$ cat config.mk
export PLATFORM = sky130hd
export DESIGN_NAME = cpu_sram_arbiter_flat
export DESIGN_NICKNAME = d
export VERILOG_FILES = /design/src/rtl/cpu_sram_arbiter_pkg.sv /design/src/rtl/cpu_sram_arbiter_if.sv /design/src/rtl/cpu_sram_arbiter_arb_id_fifo.sv /design/src/rtl/cpu_sram_arbiter.sv /design/src/flat_wrapper.sv
export SDC_FILE = /design/constraint.sdc
export NUM_CORES = 1
export LEC_CHECK = 0
export BUFFER_PORTS_ARGS = -buffer_cell sky130_fd_sc_hd__buf_2
export CORE_AREA = 4 4 121 123
export CTS_CLUSTER_DIAMETER = 100
export DETAILED_ROUTE_END_ITERATION = 6
export DIE_AREA = 0 0 125 127
export RECOVER_POWER = 100
export SLEW_MARGIN = 30
export SYNTH_ARGS = -nofsm -noshare
export SYNTH_HDL_FRONTEND = slang
export SYNTH_SLANG_ARGS = --single-unit
$ cat constraint.sdc
create_clock -name clk -period 2.9 [get_ports clk]
set_clock_uncertainty 0.15 [all_clocks]
set_input_delay 0.145 -clock clk [delete_from_list [all_inputs] [get_ports clk]]
set_output_delay 0.145 -clock clk [all_outputs]
set_load 0.05 [all_outputs]
$ cat src/rtl/cpu_sram_arbiter_pkg.sv
// Shared types and constants for the inst/data SRAM-like port arbiter.
package cpu_sram_arbiter_pkg;

  localparam int unsigned ADDR_W = 32;
  localparam int unsigned DATA_W = 32;
  localparam int unsigned STRB_W = DATA_W / 8;
  localparam int unsigned SIZE_W = 2;

  // Source tag stored in the in-order response ID FIFO
  typedef logic src_id_t;
  localparam src_id_t SRC_INST = 1'b0;
  localparam src_id_t SRC_DATA = 1'b1;

  typedef enum logic [SIZE_W-1:0] {
    SIZE_BYTE = 2'd0,
    SIZE_HALF = 2'd1,
    SIZE_WORD = 2'd2
  } size_e;

  // Address-phase payload of one SRAM-like request
  typedef struct packed {
    logic              wr;
    logic [SIZE_W-1:0] size;
    logic [ADDR_W-1:0] addr;
    logic [STRB_W-1:0] wstrb;
    logic [DATA_W-1:0] wdata;
  } req_fields_t;

  // Request payload of whichever requester holds the grant
  function automatic req_fields_t pick_req(input logic        sel_data,
                                           input req_fields_t inst_f,
                                           input req_fields_t data_f);
    return sel_data ? data_f : inst_f;
  endfunction

endpackage

$ cat src/rtl/cpu_sram_arbiter_if.sv
// One SRAM-like port: request/address phase plus in-order data response.
interface cpu_sram_arbiter_if;
  import cpu_sram_arbiter_pkg::*;

  logic              req;
  logic              wr;
  logic [SIZE_W-1:0] size;
  logic [ADDR_W-1:0] addr;
  logic [STRB_W-1:0] wstrb;
  logic [DATA_W-1:0] wdata;
  logic              addrok;
  logic              dataok;
  logic [DATA_W-1:0] rdata;

  // Issues requests, receives handshakes and responses
  modport master (
    output req, wr, size, addr, wstrb, wdata,
    input  addrok, dataok, rdata
  );

  // Receives requests, returns handshakes and responses
  modport slave (
    input  req, wr, size, addr, wstrb, wdata,
    output addrok, dataok, rdata
  );

endinterface

$ cat src/rtl/cpu_sram_arbiter_arb_id_fifo.sv
// Small in-order FIFO of 1-bit source IDs for requests awaiting a response.
module arb_id_fifo
  import cpu_sram_arbiter_pkg::*;
#(
  parameter int unsigned DEPTH = 4
) (
  input  logic    clk,
  input  logic    rst,
  input  logic    push_i,
  input  src_id_t din_i,
  input  logic    pop_i,
  output src_id_t head_o,
  output logic    full_o,
  output logic    empty_o
);

  localparam int unsigned PTR_W = (DEPTH > 1) ? $clog2(DEPTH) : 1;
  localparam int unsigned CNT_W = PTR_W + 1;

  src_id_t          ids_q [DEPTH];
  logic [PTR_W-1:0] wr_ptr_q, wr_ptr_d;
  logic [PTR_W-1:0] rd_ptr_q, rd_ptr_d;
  logic [CNT_W-1:0] count_q,  count_d;
  logic             push_ok, pop_ok;

  assign full_o  = (count_q == CNT_W'(DEPTH));
  assign empty_o = (count_q == '0);
  assign head_o  = ids_q[rd_ptr_q];

  // Overflow/underflow requests are dropped rather than corrupting state
  assign push_ok = push_i & ~full_o;
  assign pop_ok  = pop_i & ~empty_o;

  // Pointer and occupancy next-state; pointers wrap on power-of-2 depth
  always_comb begin
    wr_ptr_d = wr_ptr_q;
    rd_ptr_d = rd_ptr_q;
    count_d  = count_q;
    if (push_ok) wr_ptr_d = wr_ptr_q + PTR_W'(1);
    if (pop_ok)  rd_ptr_d = rd_ptr_q + PTR_W'(1);
    case ({push_ok, pop_ok})
      2'b10:   count_d = count_q + CNT_W'(1);
      2'b01:   count_d = count_q - CNT_W'(1);
      default: count_d = count_q;
    endcase
  end

  // Pointer/count registers
  always_ff @(posedge clk or posedge rst) begin
    if (rst) begin
      wr_ptr_q <= '0;
      rd_ptr_q <= '0;
      count_q  <= '0;
    end else begin
      wr_ptr_q <= wr_ptr_d;
      rd_ptr_q <= rd_ptr_d;
      count_q  <= count_d;
    end
  end

  // ID storage
  always_ff @(posedge clk or posedge rst) begin
    if (rst) begin
      for (int i = 0; i < int'(DEPTH); i++) ids_q[i] <= SRC_INST;
    end else if (push_ok) begin
      ids_q[wr_ptr_q] <= din_i;
    end
  end

endmodule

$ cat src/rtl/cpu_sram_arbiter.sv
// Merges inst and data SRAM-like ports onto one master port; data wins
// arbitration unless inst has waited through DATA_STREAK data grants.
module cpu_sram_arbiter
  import cpu_sram_arbiter_pkg::*;
#(
  parameter int unsigned MAX_OUTSTANDING = 4,
  parameter int unsigned DATA_STREAK     = 4
) (
  input  logic                clk,
  input  logic                reset,
  cpu_sram_arbiter_if.slave   inst,
  cpu_sram_arbiter_if.slave   data,
  cpu_sram_arbiter_if.master  mem
);

  localparam int unsigned STREAK_W = $clog2(DATA_STREAK + 1);

  logic [STREAK_W-1:0] streak_q, streak_d;
  logic                streak_sat_c;
  logic                sel_data_c, sel_inst_c;
  logic                mem_req_c, accept_c, pop_c;
  src_id_t             push_id_c;
  src_id_t             fifo_head;
  logic                fifo_full, fifo_empty;
  req_fields_t         inst_f, data_f, sel_f;

  // Grant: data first, unless inst has been passed over DATA_STREAK times
  assign streak_sat_c = (streak_q == STREAK_W'(DATA_STREAK));
  assign sel_data_c   = data.req & ~(inst.req & streak_sat_c);
  assign sel_inst_c   = ~sel_data_c & inst.req;

  assign inst_f = '{wr: inst.wr, size: inst.size, addr: inst.addr,
                    wstrb: inst.wstrb, wdata: inst.wdata};
  assign data_f = '{wr: data.wr, size: data.size, addr: data.addr,
                    wstrb: data.wstrb, wdata: data.wdata};
  assign sel_f  = pick_req(sel_data_c, inst_f, data_f);

  // No bypass: a full FIFO blocks the request even if a pop happens this cycle
  assign mem_req_c = (inst.req | data.req) & ~fifo_full & ~reset;
  assign accept_c  = mem_req_c & mem.addrok;
  assign push_id_c = sel_data_c ? SRC_DATA : SRC_INST;

  assign mem.req   = mem_req_c;
  assign mem.wr    = sel_f.wr;
  assign mem.size  = sel_f.size;
  assign mem.addr  = sel_f.addr;
  assign mem.wstrb = sel_f.wstrb;
  assign mem.wdata = sel_f.wdata;

  assign inst.addrok = accept_c & sel_inst_c;
  assign data.addrok = accept_c & sel_data_c;

  // Response demux: head of the ID FIFO names the owner of this dataok
  assign pop_c       = mem.dataok & ~fifo_empty & ~reset;
  assign inst.dataok = pop_c & (fifo_head == SRC_INST);
  assign data.dataok = pop_c & (fifo_head == SRC_DATA);
  assign inst.rdata  = mem.rdata;
  assign data.rdata  = mem.rdata;

  arb_id_fifo #(
    .DEPTH (MAX_OUTSTANDING)
  ) u_id_fifo (
    .clk     (clk),
    .rst     (reset),
    .push_i  (accept_c),
    .din_i   (push_id_c),
    .pop_i   (pop_c),
    .head_o  (fifo_head),
    .full_o  (fifo_full),
    .empty_o (fifo_empty)
  );

  // Streak of data grants taken while inst waits; any inst grant or idle inst clears it
  always_comb begin
    streak_d = streak_q;
    if (!inst.req) begin
      streak_d = '0;
    end else if (accept_c && sel_inst_c) begin
      streak_d = '0;
    end else if (accept_c && sel_data_c && !streak_sat_c) begin
      streak_d = streak_q + STREAK_W'(1);
    end
  end

  // Streak register
  always_ff @(posedge clk or posedge reset) begin
    if (reset) streak_q <= '0;
    else       streak_q <= streak_d;
  end

  // A response with nothing outstanding is a master protocol error; it is dropped
  always_ff @(posedge clk) begin
    if (!reset) begin
      assert (!(mem.dataok && fifo_empty))
        else $warning("cpu_sram_arbiter: mem_dataok with no outstanding request ignored");
    end
  end

endmodule

$ cat src/flat_wrapper.sv
// flat-port wrapper written by rule: the top's interface ports become plain ports
module cpu_sram_arbiter_flat import cpu_sram_arbiter_pkg::*;
#(
  parameter int unsigned MAX_OUTSTANDING = 4,
  parameter int unsigned DATA_STREAK     = 4
)
  (clk, reset, inst_req, inst_wr, inst_size, inst_addr, inst_wstrb, inst_wdata, inst_addrok, inst_dataok, inst_rdata, data_req, data_wr, data_size, data_addr, data_wstrb, data_wdata, data_addrok, data_dataok, data_rdata, mem_req, mem_wr, mem_size, mem_addr, mem_wstrb, mem_wdata, mem_addrok, mem_dataok, mem_rdata);
  cpu_sram_arbiter_if inst_i ();
  cpu_sram_arbiter_if data_i ();
  cpu_sram_arbiter_if mem_i ();
  input  logic clk;
  input  logic reset;
  input wire logic [$bits(inst_i.req)-1:0] inst_req;
  input wire logic [$bits(inst_i.wr)-1:0] inst_wr;
  input wire logic [$bits(inst_i.size)-1:0] inst_size;
  input wire logic [$bits(inst_i.addr)-1:0] inst_addr;
  input wire logic [$bits(inst_i.wstrb)-1:0] inst_wstrb;
  input wire logic [$bits(inst_i.wdata)-1:0] inst_wdata;
  output wire logic [$bits(inst_i.addrok)-1:0] inst_addrok;
  output wire logic [$bits(inst_i.dataok)-1:0] inst_dataok;
  output wire logic [$bits(inst_i.rdata)-1:0] inst_rdata;
  input wire logic [$bits(data_i.req)-1:0] data_req;
  input wire logic [$bits(data_i.wr)-1:0] data_wr;
  input wire logic [$bits(data_i.size)-1:0] data_size;
  input wire logic [$bits(data_i.addr)-1:0] data_addr;
  input wire logic [$bits(data_i.wstrb)-1:0] data_wstrb;
  input wire logic [$bits(data_i.wdata)-1:0] data_wdata;
  output wire logic [$bits(data_i.addrok)-1:0] data_addrok;
  output wire logic [$bits(data_i.dataok)-1:0] data_dataok;
  output wire logic [$bits(data_i.rdata)-1:0] data_rdata;
  output wire logic [$bits(mem_i.req)-1:0] mem_req;
  output wire logic [$bits(mem_i.wr)-1:0] mem_wr;
  output wire logic [$bits(mem_i.size)-1:0] mem_size;
  output wire logic [$bits(mem_i.addr)-1:0] mem_addr;
  output wire logic [$bits(mem_i.wstrb)-1:0] mem_wstrb;
  output wire logic [$bits(mem_i.wdata)-1:0] mem_wdata;
  input wire logic [$bits(mem_i.addrok)-1:0] mem_addrok;
  input wire logic [$bits(mem_i.dataok)-1:0] mem_dataok;
  input wire logic [$bits(mem_i.rdata)-1:0] mem_rdata;
  assign inst_i.req = inst_req;
  assign inst_i.wr = inst_wr;
  assign inst_i.size = inst_size;
  assign inst_i.addr = inst_addr;
  assign inst_i.wstrb = inst_wstrb;
  assign inst_i.wdata = inst_wdata;
  assign inst_addrok = inst_i.addrok;
  assign inst_dataok = inst_i.dataok;
  assign inst_rdata = inst_i.rdata;
  assign data_i.req = data_req;
  assign data_i.wr = data_wr;
  assign data_i.size = data_size;
  assign data_i.addr = data_addr;
  assign data_i.wstrb = data_wstrb;
  assign data_i.wdata = data_wdata;
  assign data_addrok = data_i.addrok;
  assign data_dataok = data_i.dataok;
  assign data_rdata = data_i.rdata;
  assign mem_req = mem_i.req;
  assign mem_wr = mem_i.wr;
  assign mem_size = mem_i.size;
  assign mem_addr = mem_i.addr;
  assign mem_wstrb = mem_i.wstrb;
  assign mem_wdata = mem_i.wdata;
  assign mem_i.addrok = mem_addrok;
  assign mem_i.dataok = mem_dataok;
  assign mem_i.rdata = mem_rdata;
  cpu_sram_arbiter #(.MAX_OUTSTANDING(MAX_OUTSTANDING), .DATA_STREAK(DATA_STREAK)) u_core (.clk(clk), .reset(reset), .inst(inst_i), .data(data_i), .mem(mem_i));
endmodule
=== Word level (Yosys, flattened, before mapping) ===
Index checks and enable logic that the tools add are counted.

* Output and inout bits: 140
* Logic and storage cells: 63
* Register bits: 14
* Input port bits: 180

* Equal/unequal tests: 5
* Bitwise gates (word level): 23
* Magnitude comparators: 3
* $add $sub $neg: 5
* Mux-type cells: 12
* Reduce and logical (&&, ||, !) cells: 7

{| class="wikitable"
|+ Operator list
! kind !! number
|-
| $mux 71 || 1
|-
| $and 1x1->1 || 14
|-
| $mux 3 || 3
|-
| $add 3x1->3 const B || 2
|-
| $eq 3x3->1 const B || 2
|-
| $ge 3x3->1 const B || 2
|-
| $not 1->1 || 6
|-
| $not 2->3 || 2
|-
| $pmux 3 s2 || 1
|-
| $add 2x1->2 const B || 2
|-
| $bwmux 4 || 1
|-
| $logic_and 1x1->1 || 4
|-
| $mux 1 || 4
|-
| $logic_not 3->1 || 1
|-
| $lt 3x1->1 const B || 1
|-
| $ne 3x1->1 const B || 1
|-
| $sub 3x1->3 const B || 1
|-
| $bmux 1 s2 || 1
|-
| $demux 1 s2 || 1
|-
| $eq 2x1->1 const B || 1
|-
| $eq 2x2->1 const B || 1
|-
| $reduce_bool 2->1 || 1
|-
| $logic_not 1->1 || 1
|-
| $or 1x1->1 || 1
|}

=== Depth between registers and ports, before layout ===
Gate-level depths: netlist of run 1.

* Depth in word-level cells: 10
* Mapped depth: 11
* Mapped depth without buffers: 9

=== Modules after synthesis ===
From an unflattened synthesis of run 1, not the netlist that was laid out.

* Cell total of the unflattened synthesis: 230
* Area, all modules: 2234.6 µm²

{| class="wikitable"
|+ By module, submodules not included
! module !! cells an instance !! sequential area each (µm²) !! times used !! area each (µm²)
|-
| cpu_sram_arbiter || 175 || 75.1 || 1 || 1625.3
|-
| arb_id_fifo || 55 || 275.3 || 1 || 609.3
|}

=== Worst setup path before layout of run 1 ===
Ideal clock, no wire load.

* Path kind: register -> register
* From: register u_core.u_id_fifo.count_q[0]
* To: register u_core.u_id_fifo.count_q[2]
* Data required time: 2.671 ns
* Library setup time: 0.079 ns
* Data arrival time: 1.927 ns
* Slack: 0.744 ns
* Period minus slack after synthesis: 2.156 ns
* Stages on the path, launching flop included: 11
* Path buffers: 1
* Cell sequence: dfrtp_1 nor3b_2 nor4b_4 buf_6 inv_1 ha_1 inv_1 fa_1 xor2_1 nor2_1 xor2_1

* Cells in the longest elaborated chain, start to end: 8
* Elaborated cells between the ends (all ways): 17
* Classes of those cells: 2 x add/sub; 3 x eq/ne; 1 x mux; 9 x bitwise; 2 x reduce/logical

{| class="wikitable"
|+ Ends and longest elaborated chain
! element !! RTL line !! RTL
|-
| from (decl) || cpu_sram_arbiter_arb_id_fifo.sv:23 || <nowiki>logic [CNT_W-1:0] count_q, count_d;</nowiki>
|-
| from (signal assigned) || cpu_sram_arbiter_arb_id_fifo.sv:57 || <nowiki>count_q <= count_d;</nowiki>
|-
| $eq 3x3->1 || cpu_sram_arbiter_arb_id_fifo.sv:26 || <nowiki>assign full_o = (count_q == CNT_W'(DEPTH));</nowiki>
|-
| $not 1->1 || cpu_sram_arbiter_arb_id_fifo.sv:31, cpu_sram_arbiter.sv:39 ||
|-
| $and 1x1->1 (2 in series) || cpu_sram_arbiter.sv:39 || <nowiki>assign mem_req_c = (inst.req | data.req) & ~fifo_full & ~reset;</nowiki>
|-
| $and 1x1->1 || cpu_sram_arbiter.sv:40 || <nowiki>assign accept_c = mem_req_c & mem.addrok;</nowiki>
|-
| $and 1x1->1 || cpu_sram_arbiter_arb_id_fifo.sv:31 || <nowiki>assign push_ok = push_i & ~full_o;</nowiki>
|-
| $eq 2x1->1 or $eq 2x2->1 (tied branches) || cpu_sram_arbiter_arb_id_fifo.sv:41 || <nowiki>case ({push_ok, pop_ok})</nowiki>
|-
| $pmux 3 s2 or $reduce_bool 2->1 (tied branches) || - ||
|}

Parallel ways exist; a longest one is shown, timed or not.
A chain may end at the register's enable or synchronous reset.

=== Final worst setup path of run 1 ===
* From: register u_core.streak_q[0]
* To: output port mem_wdata[23]

* Cells in the longest elaborated chain, start to end: 5

{| class="wikitable"
|+ Ends and longest elaborated chain
! element !! RTL line !! RTL
|-
| from (decl) || cpu_sram_arbiter.sv:18 || <nowiki>logic [STREAK_W-1:0] streak_q, streak_d;</nowiki>
|-
| from (signal assigned) || cpu_sram_arbiter.sv:88 || <nowiki>else streak_q <= streak_d;</nowiki>
|-
| $eq 3x3->1 || cpu_sram_arbiter.sv:28 || <nowiki>assign streak_sat_c = (streak_q == STREAK_W'(DATA_STREAK));</nowiki>
|-
| $and 1x1->1 || cpu_sram_arbiter.sv:29 || <nowiki>assign sel_data_c = data.req & ~(inst.req & streak_sat_c);</nowiki>
|-
| $not 1->1 || cpu_sram_arbiter.sv:29 ||
|-
| $and 1x1->1 || cpu_sram_arbiter.sv:29 ||
|-
| $mux 71 || cpu_sram_arbiter_pkg.sv:33 || <nowiki>return sel_data ? data_f : inst_f;</nowiki>
|-
| to (decl) || flat_wrapper.sv:36 || <nowiki>output wire logic [$bits(mem_i.wdata)-1:0] mem_wdata;</nowiki>
|}

No other way between the ends.

==> impl_metrics.csv, run 1 <==
group,metric,value,unit
outcome,status,"complete, no violations",
cells_and_area,multiInputGateArea,1210,um2
timing,fmax,0.391,GHz
logic_synthesis,yosys.area.top_type,"mux2_2",
logic_synthesis,syn_area_per_cell,9.92,um2
clock_tree,cts_buffer_depth,2,
clock_tree,cts_buffers,3,
placed_design,pre_cts_ws,0.649,ns
placed_design,place_hpwl,7.82,mm
floorplanning,io_pins,320,
timing,fin_tns_setup,0,ns
setup_path,crit_required,2.61,ns
route,dr_total_vias,2133,
clock_tree,clock_sinks,14,
clock_tree,cts_tree,"built",
setup_path,end_kind,"primary output",
cells_and_area,fin_nets,566,
setup_path,critPathLaunchType,"flop",
timing,slew_violations,0,
logic_synthesis,syn_nets,407,
pwr,peakVddDrop,300,uV
logic_synthesis,ys_ff_latch,14,
logic_synthesis,yosysSeqAreaShare,16.1,%
timing,post-route-period-util,88.3,%
cells_and_area,diodes,0,
logic_synthesis,netlist_area,2170,um2
route,wl,8.90,mm
route,final_antenna_net_count,0,
setup_path,reg2reg_setup_slack,0.74,ns
global_route,antenna_found_initial,1,
setup_path,crit_type,"flop to primary output",
setup_path,cp.arrival,2.26,ns
cells_and_area,layout-drive-gt1-share,69.8,%
floorplanning,initial_utilization,15.9,%
logic_synthesis,synth.most_common_cell,"mux2_2",
placed_design,port-buffer-count,223,
logic_synthesis,synth-async-reset-ratio,100,%
clock_tree,ctsHoldBuffers,1,
cells_and_area,fillers,1519,
route,via_per_inst,3.83,
global_route,grt_max_degree,41,
floorplanning,die_x,125,um
logic_synthesis,ys_warn_count,0,
timing,period_minus_slack,2.56,ns
logic_synthesis,synth.distinct_cells,29,
logic_synthesis,synth_edf_count,0,
placed_design,place_congestion,0.737,
setup_path,max_stage_delay,0.50,ns
logic_synthesis,synth.area.top_cells,"mux2_2, buf_4, dfrtp_1, ha_1, mux2_1",
global_route,track_usage,9.91,%
pwr,design_power_total,1.48,mW
floorplanning,die_h,127,um
setup_path,crit_fanout,38,
setup_path,crit_chain,"inv_1, ha_1, a31oi_4, buf_4, mux2_2, clkbuf_1",
global_route,first_global_vias,2104,
route,remaining_drc_errors,0,
hold_path,hp-class,"input port to flop",
timing,final_hold_viol_count,0,
timing,rsz0062_at_grt,"false",
route,first_pass_iters,4,
pwr,leakage,1.51,nW
logic_synthesis,yosysTopAreaCellShare,35.8,%
clock_tree,root_buffer,"clkbuf_16",
clock_tree,cts_setup_buffers,0,
route,drt_iter0_markers,57,
logic_synthesis,synthFlopType,"dfrtp_1",
floorplanning,die-area,15900,um2
timing,setup_viol,0,
global_route,grt_first_pass_wirelength,12.3,mm
floorplanning,core,13700,um2
setup_path,cpMaxStageDelayCell,"clkbuf_1",
clock_tree,h-tree-depth,1,
floorplanning,rows,43,
cells_and_area,utilization,22.1,%
timing,hold_ws,0.102,ns
global_route,grt-ovfl-total,0,
clock_tree,ctsResizeCount,0,
cells_and_area,area_delta_synth_final,38.9,%
cells_and_area,regArea,350,um2
clock_tree,path_clk_slew,0.04,ns
clock_tree,insertion_delay,0.24,ns
pwr,powerDensity,490,nW/um2
timing,slew_headroom,47.9,%
logic_synthesis,synth_common_cells,"mux2_2, buf_4, dfrtp_1, inv_1, nand2_1",
route,drt-wirelength-per-cell,16.0,um
flow_run,max-cap-violations,0,
logic_synthesis,syn-instance-count,219,
timing,tightest_slew,0.782,ns
timing,layout_setup_ws,0.340,ns
==> through the flow <==
step	instances	area, um2
2_1_floorplan	219	2170
3_3_place_gp	552	3000
3_5_place_dp	552	3000
4_1_cts	557	3100
5_1_grt	557	3020
6_report	557	3020
==> state kept, by name (all words and copies together) (netlist names) <==
signal                     flops
u_core.u_id_fifo.count_q       3
u_core.u_id_fifo.ids_q         4
u_core.u_id_fifo.wr_ptr_q      2
u_core.streak_q                3
u_core.u_id_fifo.rd_ptr_q      2
==> final timing paths <==
path	from	end	cells past startpoint
setup / recovery	u_core.streak_q[0]$_DFFE_PP0P_	mem_wdata[23]	6
hold / removal	inst_req	u_core.streak_q[1]$_DFFE_PP0P_	3
setup reg to reg	u_core.u_id_fifo.count_q[0]$_DFFE_PP0P_	u_core.u_id_fifo.count_q[2]$_DFFE_PP0P_	9
hold reg to reg	u_core.u_id_fifo.ids_q[1]$_DFFE_PP0P_	u_core.u_id_fifo.ids_q[1]$_DFFE_PP0P_	1
max in group asynchronous	reset	u_core.u_id_fifo.ids_q[2]$_DFFE_PP0P_	4
min in group asynchronous	reset	u_core.streak_q[0]$_DFFE_PP0P_	4
==> where the power goes <==
part	leakage (nW)	internal, mW	switching, mW
logic	1.30	0.308	0.547
clock network	0.0442	0.208	0.0741
registers	0.173	0.277	0.0623
total	1.51	0.793	0.684
==> critical path, delay by kind of cell (launching register included) <==
kind / cells / cell delay [ns]
fa+ha+maj: 1 / 0.22
buf+inv: 3 / 1.00
compound gates: 1 / 0.18
mux: 1 / 0.24
flops: 1 / 0.36
==> per-layer routing <==
layer | share of wire (%) | track usage [%] | wire length (um)
met5 | 0.15 | 0 | 13
met4 | 0.83 | 1.72 | 74
met3 | 12 | 4.68 | 1070
met2 | 42 | 13.7 | 3710
met1 | 45 | 14.2 | 4030
==> cell type report <==
type	count	area share [%]
tap	180	7.47
timing repair buffer	228	36.6
inverter	11	1.37
multi-input combinational	120	40.0
clock buffer	4	2.94
sequential	14	11.6
==> logic make-up after synthesis <==
logic type      Yosys count  share of synthesized area (%)
buf+inv                  85                           27.1
fa+ha+maj                 8                           4.95
simple gates             22                           5.82
flops                    14                           16.1
mux                      77                           40.7
xor+xnor                  6                           2.42
compound gates            7                           2.88
==> placed cells by master, fill, tap and decap left out, drive strengths merged, types with 2 or more instances in the layout <==
cell type	synthesis	final
nor2	4	4
xnor2	3	3
o21ai	2	2
buf	74	153
nand2	12	12
o22ai	2	2
clkbuf	0	78
inv	11	11
xor2	3	3
ha	7	7
dfrtp	14	14
mux2	75	75
(Power assumes the default switching activity.)
==> run 2, diff against run 1 <==
--- a/config.mk
+++ b/config.mk
@@ -10,6 +10,7 @@
 export CTS_CLUSTER_DIAMETER = 100
 export DETAILED_ROUTE_END_ITERATION = 6
 export DIE_AREA = 0 0 125 127
+export PLACE_DENSITY_LB_ADDON = 0.25
 export RECOVER_POWER = 100
 export SLEW_MARGIN = 30
 export SYNTH_ARGS = -nofsm -noshare
==> run 2 against run 1 <==
  * Worst setup slack worse by 0.087 ns
  * Flip-flop and latch count unchanged
  * Non-clock buffer count is the same
  * Worst hold slack worse by 0.0024 ns
  * Utilization increased by 0.43 points
  * Cell count fell by 0.18%
  * Global-route usage hardly changed
  * Critical path depth unchanged
  * Register-to-register slack improved by 0.02 ns
  * Critical endpoint is now mem_wstrb[0]
==> impl_metrics.csv, run 2 (synthesized netlist as in run 1, its figures left out) <==
group,metric,value,unit
timing,layout_setup_ws,0.253,ns
route,via_per_inst,3.79,
route,remaining_drc_errors,0,
timing,tightest_slew,0.766,ns
pwr,leakage,1.59,nW
setup_path,cpMaxStageDelayCell,"a31oi_4",
floorplanning,die_x,125,um
clock_tree,cts_buffers,3,
route,wl,8.67,mm
cells_and_area,fin_nets,566,
clock_tree,cts_setup_buffers,0,
global_route,grt_first_pass_wirelength,12.5,mm
hold_path,hp-class,"input port to flop",
pwr,peakVddDrop,277,uV
cells_and_area,diodes,0,
timing,final_hold_viol_count,0,
cells_and_area,largest_reg_flops,4,
route,first_pass_iters,4,
pwr,powerDensity,478,nW/um2
cells_and_area,top_regs,"u_core.u_id_fifo.ids_q x4, u_core.streak_q x3, u_core.u_id_fifo.count_q x3",
timing,period_minus_slack,2.65,ns
floorplanning,io_pins,320,
route,drt-wirelength-per-cell,15.6,um
clock_tree,path_clk_slew,0.04,ns
global_route,first_global_vias,2218,
placed_design,port-buffer-count,223,
clock_tree,cts_tree,"built",
timing,post-route-period-util,91.3,%
clock_tree,insertion_delay,0.24,ns
flow_run,max-cap-violations,0,
placed_design,place_hpwl,7.80,mm
setup_path,crit_chain,"inv_1, ha_1, a31oi_4, buf_12, mux2_1, clkbuf_2",
setup_path,crit_type,"flop to primary output",
outcome,status,"complete, no violations",
setup_path,crit_fanout,25,
cells_and_area,layout-drive-gt1-share,76.6,%
clock_tree,clock_sinks,14,
global_route,antenna_found_initial,0,
floorplanning,die_h,127,um
timing,fmax,0.378,GHz
route,final_antenna_net_count,0,
cells_and_area,final_cell_mix,"buf_2, mux2_2, clkbuf_2",
placed_design,place_congestion,0.863,
cells_and_area,final_area,3080,um2
route,dr_total_vias,2105,
timing,setup_viol,0,
cells_and_area,top_register,"u_core.u_id_fifo.ids_q",
placed_design,pre_cts_ws,0.521,ns
floorplanning,die-area,15900,um2
cells_and_area,area_delta_synth_final,41.6,%
global_route,track_usage,9.87,%
setup_path,crit_required,2.61,ns
setup_path,critPathBufInv,3,
timing,fin_tns_setup,0,ns
clock_tree,cts_buffer_depth,2,
clock_tree,h-tree-depth,1,
floorplanning,core,13700,um2
timing,rsz0062_at_grt,"false",
global_route,grt-ovfl-total,0,
global_route,grt_max_degree,43,
setup_path,critPathLaunchType,"flop",
setup_path,max_stage_delay,0.52,ns
setup_path,path_delay_family,"buffers and inverters",
setup_path,cp.arrival,2.35,ns
cells_and_area,final_common_cell,"buf_2",
placed_design,place_area,3020,um2
route,drt_iter0_markers,60,
timing,slew_violations,0,
floorplanning,initial_utilization,15.9,%
pwr,design_power_total,1.47,mW
timing,slew_headroom,48.9,%
setup_path,end_kind,"primary output",
clock_tree,root_buffer,"clkbuf_16",
clock_tree,ctsResizeCount,0,
floorplanning,rows,43,
-- run 2: cell types whose count changed in the layout (fill, tap and decap cells not counted), moves of 2 or more --
cell / change
mux2_2: +2
clkbuf_2: +23
clkbuf_1: -22
mux2_1: -2
buf_12: +2
-- run 2: path summary, 6_finish.rpt --
| check | slack [ns] | cells past startpoint | endpoint | from |
|---|---|---|---|---|
| worst max-delay path | 0.25 | 6 | mem_wstrb[0] | u_core.streak_q[0]$_DFFE_PP0P_ |
| worst min-delay path | 0.1 | 3 | u_core.streak_q[1]$_DFFE_PP0P_ | inst_req |
| worst max register to register | 0.76 | 9 | u_core.u_id_fifo.count_q[2]$_DFFE_PP0P_ | u_core.u_id_fifo.count_q[0]$_DFFE_PP0P_ |
| worst min register to register | 0.33 | 1 | u_core.u_id_fifo.rd_ptr_q[1]$_DFFE_PP0P_ | u_core.u_id_fifo.rd_ptr_q[1]$_DFFE_PP0P_ |
| max in group asynchronous | 1.53 | 4 | u_core.u_id_fifo.wr_ptr_q[0]$_DFFE_PP0P_ | reset |
| min in group asynchronous | 0.59 | 4 | u_core.u_id_fifo.count_q[0]$_DFFE_PP0P_ | reset |
-- run 2: repair_timing --
item / CTS / global route
endpoints found under the hold margin: 14 / 0
setup endpoints to repair: 0 / 0
hold buffers: 1 / 0
-- run 2: tightest hold or removal path, delay by kind of cell --
| family | cells | cell delay, ns |
|---|---|---|
| buf+inv | 1 | 0.15 |
| simple gates | 1 | 0.07 |
| compound gates | 1 | 0.07 |
-- run 2: per-stage QoR --
step / utilization (%) / hold slack (ns) / std cells
6_report: 22.5 / 0.0995 / 556
5_1_grt: 22.5 / 0.121 / 556
4_1_cts: 22.7 / 0.0996 / 556
3_5_place_dp: 22.1 / 0.0737 / 552
3_3_place_gp: 22.1 / 0.0753 / 552
2_1_floorplan: - / -0.107 / 219
-- run 2: power breakdown --
part	switching [mW]	internal (mW)
Sequential	0.0643	0.277
Clock	0.0696	0.179
Combinational	0.556	0.326
Total	0.689	0.782
-- run 2: final cells by class --
cell class                      count  area (um2)
Multi-Input combinational cell    120        1230
Clock buffer                        3        75.1
Inverter                           11        41.3
Fill cell                        1525       10600
Tap cell                          180         225
Timing Repair Buffer              228        1160
Sequential cell                    14         350
-- run 2: per-layer routing --
layer	global-route usage, %	vias up	part of all wire, %
met4	0.957	0	0
met5	0	-	0
met3	5.43	0	13
met2	15.9	149	46
met1	12.1	966	41
li1	-	990	-
